**src/rtl/mem_arbiter.sv**
```systemverilog
// Byte-wide RAM port arbiter between instruction fetch and the load/store path.
// Multi-byte transfers go out one byte per cycle; read data is assembled little-endian.
module mem_arbiter #(
    parameter int unsigned STARVE_LIMIT = 4,
    parameter logic [31:0] IO_BASE      = 32'h0003_0000
) (
    input  logic        clk,
    input  logic        rst,
    input  logic        if_req,
    input  logic [31:0] if_addr,
    output logic        if_done,
    output logic [31:0] if_data,
    input  logic        flush,
    input  logic        d_req,
    input  logic        d_we,
    input  logic [1:0]  d_size,
    input  logic        d_signed,
    input  logic [31:0] d_addr,
    input  logic [31:0] d_wdata,
    output logic        d_done,
    output logic [31:0] d_rdata,
    input  logic [7:0]  ram_din,
    input  logic        io_buffer_full,
    output logic [7:0]  ram_dout,
    output logic [31:0] ram_addr,
    output logic        ram_wr
);

    localparam int unsigned SW = $clog2(STARVE_LIMIT + 1);

    typedef enum logic [1:0] {S_IDLE, S_READ, S_RTAIL, S_WRITE} state_e;

    state_e         state_q, state_d;
    logic [2:0]     idx_q, idx_d;
    logic [2:0]     nbytes_q, nbytes_d;
    logic [SW-1:0]  starve_q, starve_d;
    logic [31:0]    base_q, base_d;
    logic [31:0]    wdata_q, wdata_d;
    logic [31:0]    asm_q, asm_d;
    logic           sgn_q, sgn_d;
    logic           fetch_q, fetch_d;
    logic           if_done_q, if_done_d;
    logic [31:0]    if_data_q, if_data_d;
    logic           d_done_q, d_done_d;
    logic [31:0]    d_rdata_q, d_rdata_d;
    logic [31:0]    ram_addr_q, ram_addr_d;
    logic [7:0]     ram_dout_q, ram_dout_d;
    logic           ram_wr_q, ram_wr_d;

    logic [31:0]    byte_addr;
    logic [31:0]    asm_full;
    logic [1:0]     prev_lane;
    logic           fetch_wins;

    function automatic logic [31:0] extend(input logic [31:0] w, input logic [2:0] n,
                                           input logic s);
        case (n)
            3'd1:    return {{24{s & w[7]}}, w[7:0]};
            3'd2:    return {{16{s & w[15]}}, w[15:0]};
            default: return w;
        endcase
    endfunction

    // Outputs are computed from next-state values so every port comes straight from a flop.
    always_comb begin
        state_d    = state_q;
        idx_d      = idx_q;
        nbytes_d   = nbytes_q;
        starve_d   = starve_q;
        base_d     = base_q;
        wdata_d    = wdata_q;
        asm_d      = asm_q;
        sgn_d      = sgn_q;
        fetch_d    = fetch_q;
        if_done_d  = 1'b0;
        if_data_d  = if_data_q;
        d_done_d   = 1'b0;
        d_rdata_d  = d_rdata_q;
        ram_addr_d = '0;
        ram_dout_d = '0;
        ram_wr_d   = 1'b0;

        byte_addr  = base_q + {29'd0, idx_q};
        prev_lane  = idx_q[1:0] - 2'd1;
        asm_full   = asm_q;
        asm_full[{idx_q[1:0], 3'b000} +: 8] = ram_din;
        fetch_wins = if_req && !flush && (!d_req || (starve_q >= SW'(STARVE_LIMIT)));

        if (!if_req) begin
            starve_d = '0;
        end

        case (state_q)
            S_IDLE: begin
                // The done cycle never grants, so a requester still holding its request is not re-served.
                if (!if_done_q && !d_done_q) begin
                    if (fetch_wins) begin
                        state_d    = S_READ;
                        base_d     = if_addr;
                        nbytes_d   = 3'd4;
                        sgn_d      = 1'b0;
                        fetch_d    = 1'b1;
                        idx_d      = 3'd0;
                        starve_d   = '0;
                        ram_addr_d = if_addr;
                    end else if (d_req) begin
                        base_d   = d_addr;
                        wdata_d  = d_wdata;
                        sgn_d    = d_signed;
                        fetch_d  = 1'b0;
                        idx_d    = 3'd0;
                        case (d_size)
                            2'd0:    nbytes_d = 3'd1;
                            2'd1:    nbytes_d = 3'd2;
                            default: nbytes_d = 3'd4;
                        endcase
                        if (if_req && (starve_q < SW'(STARVE_LIMIT))) begin
                            starve_d = starve_q + SW'(1);
                        end
                        ram_addr_d = d_addr;
                        if (!d_we) begin
                            state_d = S_READ;
                        end else begin
                            state_d = S_WRITE;
                            if (!((d_addr >= IO_BASE) && io_buffer_full)) begin
                                ram_wr_d   = 1'b1;
                                ram_dout_d = d_wdata[7:0];
                                idx_d      = 3'd1;
                            end
                        end
                    end
                end
            end

            S_READ: begin
                if (fetch_q && flush) begin
                    state_d = S_IDLE;
                    idx_d   = 3'd0;
                end else begin
                    if (idx_q != 3'd0) begin
                        asm_d[{prev_lane, 3'b000} +: 8] = ram_din;
                    end
                    if (idx_q == nbytes_q - 3'd1) begin
                        state_d = S_RTAIL;
                    end else begin
                        idx_d      = idx_q + 3'd1;
                        ram_addr_d = byte_addr + 32'd1;
                    end
                end
            end

            S_RTAIL: begin
                state_d = S_IDLE;
                idx_d   = 3'd0;
                if (!(fetch_q && flush)) begin
                    asm_d = asm_full;
                    if (fetch_q) begin
                        if_done_d = 1'b1;
                        if_data_d = asm_full;
                    end else begin
                        d_done_d  = 1'b1;
                        d_rdata_d = extend(asm_full, nbytes_q, sgn_q);
                    end
                end
            end

            S_WRITE: begin
                // idx counts bytes already placed on the bus.
                if (idx_q == nbytes_q) begin
                    state_d  = S_IDLE;
                    idx_d    = 3'd0;
                    d_done_d = 1'b1;
                end else begin
                    ram_addr_d = byte_addr;
                    if (!((byte_addr >= IO_BASE) && io_buffer_full)) begin
                        ram_wr_d   = 1'b1;
                        ram_dout_d = wdata_q[{idx_q[1:0], 3'b000} +: 8];
                        idx_d      = idx_q + 3'd1;
                    end
                end
            end

            default: state_d = S_IDLE;
        endcase
    end

    always_ff @(posedge clk or negedge rst) begin
        if (!rst) begin
            state_q    <= S_IDLE;
            idx_q      <= '0;
            nbytes_q   <= '0;
            starve_q   <= '0;
            base_q     <= '0;
            wdata_q    <= '0;
            asm_q      <= '0;
            sgn_q      <= 1'b0;
            fetch_q    <= 1'b0;
            if_done_q  <= 1'b0;
            if_data_q  <= '0;
            d_done_q   <= 1'b0;
            d_rdata_q  <= '0;
            ram_addr_q <= '0;
            ram_dout_q <= '0;
            ram_wr_q   <= 1'b0;
        end else begin
            state_q    <= state_d;
            idx_q      <= idx_d;
            nbytes_q   <= nbytes_d;
            starve_q   <= starve_d;
            base_q     <= base_d;
            wdata_q    <= wdata_d;
            asm_q      <= asm_d;
            sgn_q      <= sgn_d;
            fetch_q    <= fetch_d;
            if_done_q  <= if_done_d;
            if_data_q  <= if_data_d;
            d_done_q   <= d_done_d;
            d_rdata_q  <= d_rdata_d;
            ram_addr_q <= ram_addr_d;
            ram_dout_q <= ram_dout_d;
            ram_wr_q   <= ram_wr_d;
        end
    end

    assign if_done  = if_done_q;
    assign if_data  = if_data_q;
    assign d_done   = d_done_q;
    assign d_rdata  = d_rdata_q;
    assign ram_addr = ram_addr_q;
    assign ram_dout = ram_dout_q;
    assign ram_wr   = ram_wr_q;

endmodule

```
**config.mk**
```make
export PLATFORM = sky130hd
export DESIGN_NAME = mem_arbiter
export DESIGN_NICKNAME = d
export VERILOG_FILES = /design/src/rtl/mem_arbiter.sv
export SDC_FILE = /design/constraint.sdc
export NUM_CORES = 1
export LEC_CHECK = 0
export ABC_AREA = 1
export CAP_MARGIN = 20
export CELL_PAD_IN_SITES_DETAIL_PLACEMENT = 2
export CELL_PAD_IN_SITES_GLOBAL_PLACEMENT = 2
export CORE_MARGIN = 2
export CORE_UTILIZATION = 36
export DETAILED_ROUTE_END_ITERATION = 8
export DONT_BUFFER_PORTS = 1
export PLACE_DENSITY_LB_ADDON = 0.1
export SYNTH_ARGS = -nofsm -noshare
export SYNTH_HDL_FRONTEND = slang
export SYNTH_SLANG_ARGS = --single-unit
export TNS_END_PERCENT = 5
```
**constraint.sdc**
```tcl
create_clock -name clk -period 4.1 [get_ports clk]
set_input_delay 0.82 -clock clk [delete_from_list [all_inputs] [get_ports clk]]
set_output_delay 0.82 -clock clk [all_outputs]
set_load 0.01 [all_outputs]
```
# After elaboration in Yosys (flattened, before gate mapping)
# Cells that the tools add are included.
word_totals:
  out_inout_bits: 107
  n_memories: 0
  rom_bits: 0
  ff_bits: 216
  input_bits: 114
  ram_bits: 0
  latch_bits: 0
op_classes:
  addsub: 8
  order_cmp: 4
  eq_ne: 17
  n_mux: 70
  n_mul: 0
  n_reduce_logical: 24
  n_div: 0
  shift: 5
  bitwise: 5
op_table:
  columns: ["cell", "count"]
  rows:
  - ["32-bit 2-to-1 mux", 11]
  - ["32-bit one-hot mux with 2 select lines", 2]
  - ["32-bit one-hot mux with 3 select lines", 1]
  - ["32-bit bitwise mux", 2]
  - ["32-bit by 18-bit greater-or-equal comparator with 1-bit output (second input constant)", 2]
  - ["8-bit by 7-bit variable shift with 32-bit output (first input constant)", 2]
  - ["8-bit by 7-bit variable part select with 32-bit output", 2]
  - ["8-bit 2-to-1 mux", 7]
  - ["3-bit 2-to-1 mux", 15]
  - ["32-bit by 1-bit adder with 32-bit output (second input constant)", 1]
  - ["32-bit by 3-bit adder with 32-bit output", 1]
  - ["32-bit by 6-bit variable part select with 8-bit output", 1]
  - ["1-bit 2-to-1 mux", 19]
  - ["8-bit one-hot mux with 2 select lines", 1]
  - ["4-bit AND reduction", 4]
  - ["2-bit 2-to-1 mux", 7]
  - ["5-bit negator with 7-bit output", 2]
  - ["3-bit inequality test (second input constant)", 4]
  - ["3-bit one-hot mux with 4 select lines", 1]
  - ["2-bit inequality test (second input constant)", 5]
  - ["3-bit AND reduction", 3]
  - ["2-bit one-hot mux with 4 select lines", 1]
  - ["1-bit logical AND", 7]
  - ["3-bit by 1-bit adder with 3-bit output (second input constant)", 2]
  - ["18 further kinds", 30]

# Logic depth before layout (Yosys ltp)
depth:
  ltp_word: 8
  mapped_depth: 19

# Worst setup path before layout
# No wires, ideal clock.
synth_path:
  kind: "flip-flop to flip-flop"
  startpoint: "reg idx_q[0]"
  endpoint: "reg d_rdata_q[20], in the netlist d_rdata[20]"
  arrival_time_ps: 2847
  stages_incl_launch_ff: 13
  n_path_buf: 4
  synth_period_minus_slack_ps: 2929
  t_required_ps: 4018
  setup_ps: 82
  slack_ps: 1171
  path_cell_list: "dfrtp_1 -> clkbuf_1 -> inv_1 -> clkbuf_1 -> clkbuf_1 -> ha_1 -> inv_1 -> nor2_1 -> nand2_1 -> o22ai_1 -> nand4_1 -> clkbuf_1 -> a31oi_1"
synth_between:
  elab_chain_cells: 5
  elab_cells_between_ends: 7
  classes_between: "1 x add/sub; 2 x shift; 2 x mux; 2 x bitwise"
synth_rtl:
  columns: ["element", "line", "text"]
  rows:
  - ["start, declared", "34", "logic [2:0] idx_q, idx_d;"]
  - ["start signal, assigned", "207", "idx_q <= idx_d;"]
  - ["5-bit negator with 7-bit output (*)", "86", "asm_full[{idx_q[1:0], 3'b000} +: 8] = ram_din;"]
  - ["8-bit by 7-bit variable part select with 32-bit output or 8-bit by 7-bit variable shift with 32-bit output (tied branches)", "86", null]
  - ["32-bit bitwise mux (*)", "86", null]
  - ["1-bit bitwise AND, on equally long branches", "59, 58", null]
  - ["32-bit one-hot mux with 2 select lines (*)", "57", "case (n)"]
  - ["end signal, assigned", "218", "d_rdata_q <= d_rdata_d;"]
  - ["end, declared", "45", "logic [31:0] d_rdata_q, d_rdata_d;"]
# Mark *: on every way between the ends. The rest lies on a longest branch, timed or not.
# A chain may end at the register's enable or synchronous reset.

# Worst setup path in the final report
layout_path:
  startpoint: "reg idx_q[1]"
  endpoint: "reg ram_addr_q[23], in the netlist ram_addr[23]"
layout_between:
  elab_chain_cells: 5
  elab_cells_between_ends: 8
  classes_between: "2 x add/sub; 2 x eq/ne; 4 x mux"
layout_rtl:
  columns: ["element", "line", "text"]
  rows:
  - ["32-bit by 3-bit adder with 32-bit output", "83", "byte_addr = base_q + {29'd0, idx_q};"]
  - ["32-bit by 1-bit adder with 32-bit output", "147", "ram_addr_d = byte_addr + 32'd1;"]
  - ["32-bit 2-to-1 mux", "143", "if (idx_q == nbytes_q - 3'd1) begin"]
  - ["32-bit 2-to-1 mux", "136", "if (fetch_q && flush) begin"]
  - ["32-bit one-hot mux with 3 select lines (*)", "93", "case (state_q)"]
  - ["net ram_addr_d[23]", "46", "logic [31:0] ram_addr_q, ram_addr_d;"]
  - ["end signal, assigned", "219", "ram_addr_q <= ram_addr_d;"]
  - ["end, declared", "46", null]
# The timed path passes the listed nets; every way through them passes the cells marked *.

==> flow_metrics.py <==
metrics = {
    "synthesis": {
        "synthDominantCellAreaShare": 0.4327,
        "syn_area_per_cell_um2": 7.262,
        "netlist_instances": 1720,
        "ys_types": 47,
        "yosys.area.top_type": "dfrtp_1",
        "syn-num-nets": 1856,
        "ys_flop_type": "dfrtp_1",
        "post_synth_instance_area_um2": 12490,
        "synth.yosys.seq_area_share": 0.4327,
        "synth.top_cells.by_area": "dfrtp_1, nand2_1, o21ai_0",
        "synth-async-reset-ratio": 1.000,
        "yosys_warnings": 0,
        "synth_seq_cells": 216,
        "count_of_flip_flops_with_a_built_in_enable_after_synthesis": 0,
    },
    "global_route": {
        "first_global_vias": 12964,
        "grt_antenna_before_repair": 0,
        "grt_start_max_net_pins": 217,
        "globalRoute.totalOverflow": 0,
        "grt_pass1_wl_um": 76550,
        "grt_usage": 0.2730,
    },
    "critical_path": {
        "crit-reg2reg-capture": "ram_addr[23]",
        "path_max_fanout": 14,
        "critical_path.startpoint": "idx_q[1]",
        "timing.reg2reg.setup_slack_ns": 0.66,
        "r2r_start": "idx_q[1]",
        "worstRegToRegCells": 17,
        "cp-endpoint": "ram_addr[23]",
        "crit_end_element": "flip-flop",
        "start_kind": "flip-flop",
        "required_ns": 4.50,
        "timing_worst_setup_path_type": "reg2reg",
        "worstPathArrival_ns": 3.84,
    },
    "clocking": {
        "cts_made_buffers": 26,
        "worstSkewPairLatency_ns": 0.58,
        "clk_transition_reported_paths_ns": 0.06,
        "cts-root-buf": "clkbuf_16",
        "ctsHtreeMaxLevel": 1,
        "post-cts-setup-buffer-count": 0,
        "cts_buffer_depth": 3,
        "cts.sinks": 216,
        "tritoncts": "built",
    },
    "die": {
        "floorplan.core_area_um2": 34370,
        "floorplan.initialDensity": 0.3634,
        "ioPinCount": 221,
        "floorplan.die.width_um": 190.3,
        "chipHeight_um": 190.3,
        "placement_rows": 68,
        "dieArea_um2": 36200,
    },
    "worst_hold_path": {
        "hold_class": "in2async",
    },
    "cells_and_area": {
        "finalNetCount": 1842,
        "area.growth.synth_to_final_pct": 11.52,
        "drive_above_1_share": 0.08464,
        "post-route-cell-area_um2": 13930,
        "antenna_cells": 0,
    },
    "timing": {
        "timing.final.crit_period_ns": 3.439,
        "finalSetupViolCount": 0,
        "hold_ws_ns": 0.1615,
        "finalSetupTns_ns": 0,
        "timing.max_slew.rel_slack": 0.2764,
        "grt_setup_unrepaired": "no",
        "final.period_utilization": 0.8389,
        "maxSlewViolCount": 0,
        "timing.fmax_mhz": 290.7,
        "clock_skew_ns": 0.01285,
        "postLayoutSetupSlackWorst_ns": 0.6606,
        "timing_hold_violations_final": 0,
        "worst-slew-pin-transition_ns": 1.077,
    },
    "power": {
        "total_leakage_power_nw": 6.442,
        "p_total_w": 0.01053,
        "worst_ir_drop_vdd_mv": 0.3125,
        "powerDensity_nw_per_um2": 755.8,
    },
    "route": {
        "total_detailed_routing_wirelength_um": 49730,
        "drt-wirelength-per-cell_um": 22.81,
        "drt_drc_violations_left": 0,
        "drtIter0Drc": 619,
        "drt-vias-per-instance": 5.532,
        "num_vias": 12059,
        "detail-route-antenna-nets": 0,
        "drt_first_pass_iters": 5,
    },
    "placed_design": {
        "dp_hpwl_um": 36220,
        "globalplace.congestion": 0.8546,
        "io_buffers": 0,
        "placed_area_um2": 12940,
        "post-place-ws_ns": 0.7139,
    },
    "job": {
        "drv_cap": 0,
    },
    "outcome": {
        "run_status": "complete, no violations",
    },
}
-- area by class of cell --
type,count,area (um^2)
well taps,455,569.3
clock inverters,8,130.1
flip-flops and latches,216,5405
multi-input cells,1246,6088
fillers,4065,20440
repair buffers,23,212.7
inverters,193,724.4
clock buffers,39,799.5
-- repair_timing --
item,4_1_cts,5_1_grt
gates resized for setup,0,0
endpoints found under the hold margin,216,117
setup endpoints to repair,0,0
-- state kept, by name, indices dropped and copies added (netlist names), 2 cells and up --
register / count
asm_q: 32
base_q: 32
d_rdata: 32
idx_q: 3
if_data: 32
nbytes_q: 3
ram_addr: 32
ram_dout: 8
starve_q: 3
state_q: 2
wdata_q: 32
-- through the flow --
| stage | utilization | std cells |
|---|---|---|
| global route | 0.4052 | 2180 |
| global placement | 0.3766 | 2131 |
| detailed placement | 0.3766 | 2131 |
| CTS | 0.4036 | 2178 |
| finish | 0.4052 | 2180 |
| floorplan | - | 1720 |
-- cell families (layout without fill, tap and decap cells) --
group / after synthesis / count (layout) / synth area share
adders and majority gates: 22 / 22 / 0.02264
xor gates and xnor gates: 6 / 6 / 0.004208
DFF: 216 / 216 / 0.4327
and+or+nand+nor: 875 / 875 / 0.3030
buffers and inverters: 258 / 263 / 0.08064
AOI/OAI and AO/OA: 343 / 343 / 0.1568
-- synth_stat cells, types with 3 or more instances --
master,count
a21oi_1,42
a22oi_1,18
a31oi_1,55
a32oi_1,9
buf_2,6
clkbuf_1,54
dfrtp_1,216
ha_1,21
inv_1,187
inv_2,5
nand2_1,537
nand2_2,25
nand2_4,5
nand3_1,103
nand3b_1,3
nand4_1,11
nor2_1,139
nor2_2,20
nor2_4,12
nor3_1,8
o211ai_1,8
o21ai_0,157
o21ai_1,6
o22ai_1,41
xnor2_1,3
xor2_1,3
-- report_power, final --
part | leakage, nW | internal [W] | switching, W
Combinational | 3.23 | 0.00116 | 0.00297
Clock | 0.461 | 0.00153 | 0.00102
Sequential | 2.75 | 0.00299 | 0.000861
Total | 6.44 | 0.00568 | 0.00485
-- how the worst min path moves through the flow --
stage                 from     endpoint  depth (start not counted)
2_1_floorplan  wdata_q[16]  wdata_q[16]                          2
3_3_place_gp   wdata_q[20]  wdata_q[20]                          2
3_5_place_dp   wdata_q[19]  wdata_q[19]                          2
4_1_cts                rst  ram_addr[8]                          0
5_1_grt                rst   base_q[13]                          1
6_report               rst   base_q[13]                          1
-- layout by cell type (no fill, tap or decap), drive strengths merged --
cell type  Yosys  final
nand2        567    567
dfrtp        216    216
inv          192    192
nor2         172    172
o21ai        164    164
nand3        106    106
a31oi         55     55
a21oi         42     42
o22ai         41     41
clkbuf        55     39
buf            9     23
ha            21     21
a22oi         18     18
nand4         12     12
nor3          10     10
a32oi          9      9
o211ai         8      8
clkinv         1      6
xor2           3      3
xnor2          3      3
nand3b         3      3
bufinv         0      3
nor4           2      2
o31ai          2      2
or2            2      2
and2           1      1
a2111oi        1      1
o21bai         1      1
o22a           1      1
o32ai          1      1
fa             1      1
-- critical path, stage by stage, from the launching register on --
cell	delay, ns
dfrtp_1	0.35
clkinv_1	0.06
buf_4	0.20
fa_1	0.48
inv_1	0.12
nand2_1	0.10
nand2_1	0.08
nand2_1	0.13
nand2_1	0.13
nand2_1	0.10
nor2_1	0.30
nand2_1	0.19
nor2_1	0.21
nand2_1	0.17
nor2_1	0.31
nand2_1	0.09
nand3_1	0.13
a21oi_1	0.11
-- layer usage --
metal	vias to the layer above	track usage	routed length (um)	share of wire
met5	-	0	0	0
met4	0	0.06768	1047	0.021
met3	61	0.05079	3056	0.061
met2	295	0.4394	22340	0.45
met1	6121	0.3791	23290	0.47
li1	5582	-	-	-
Power figures use the tool's default switching activity.
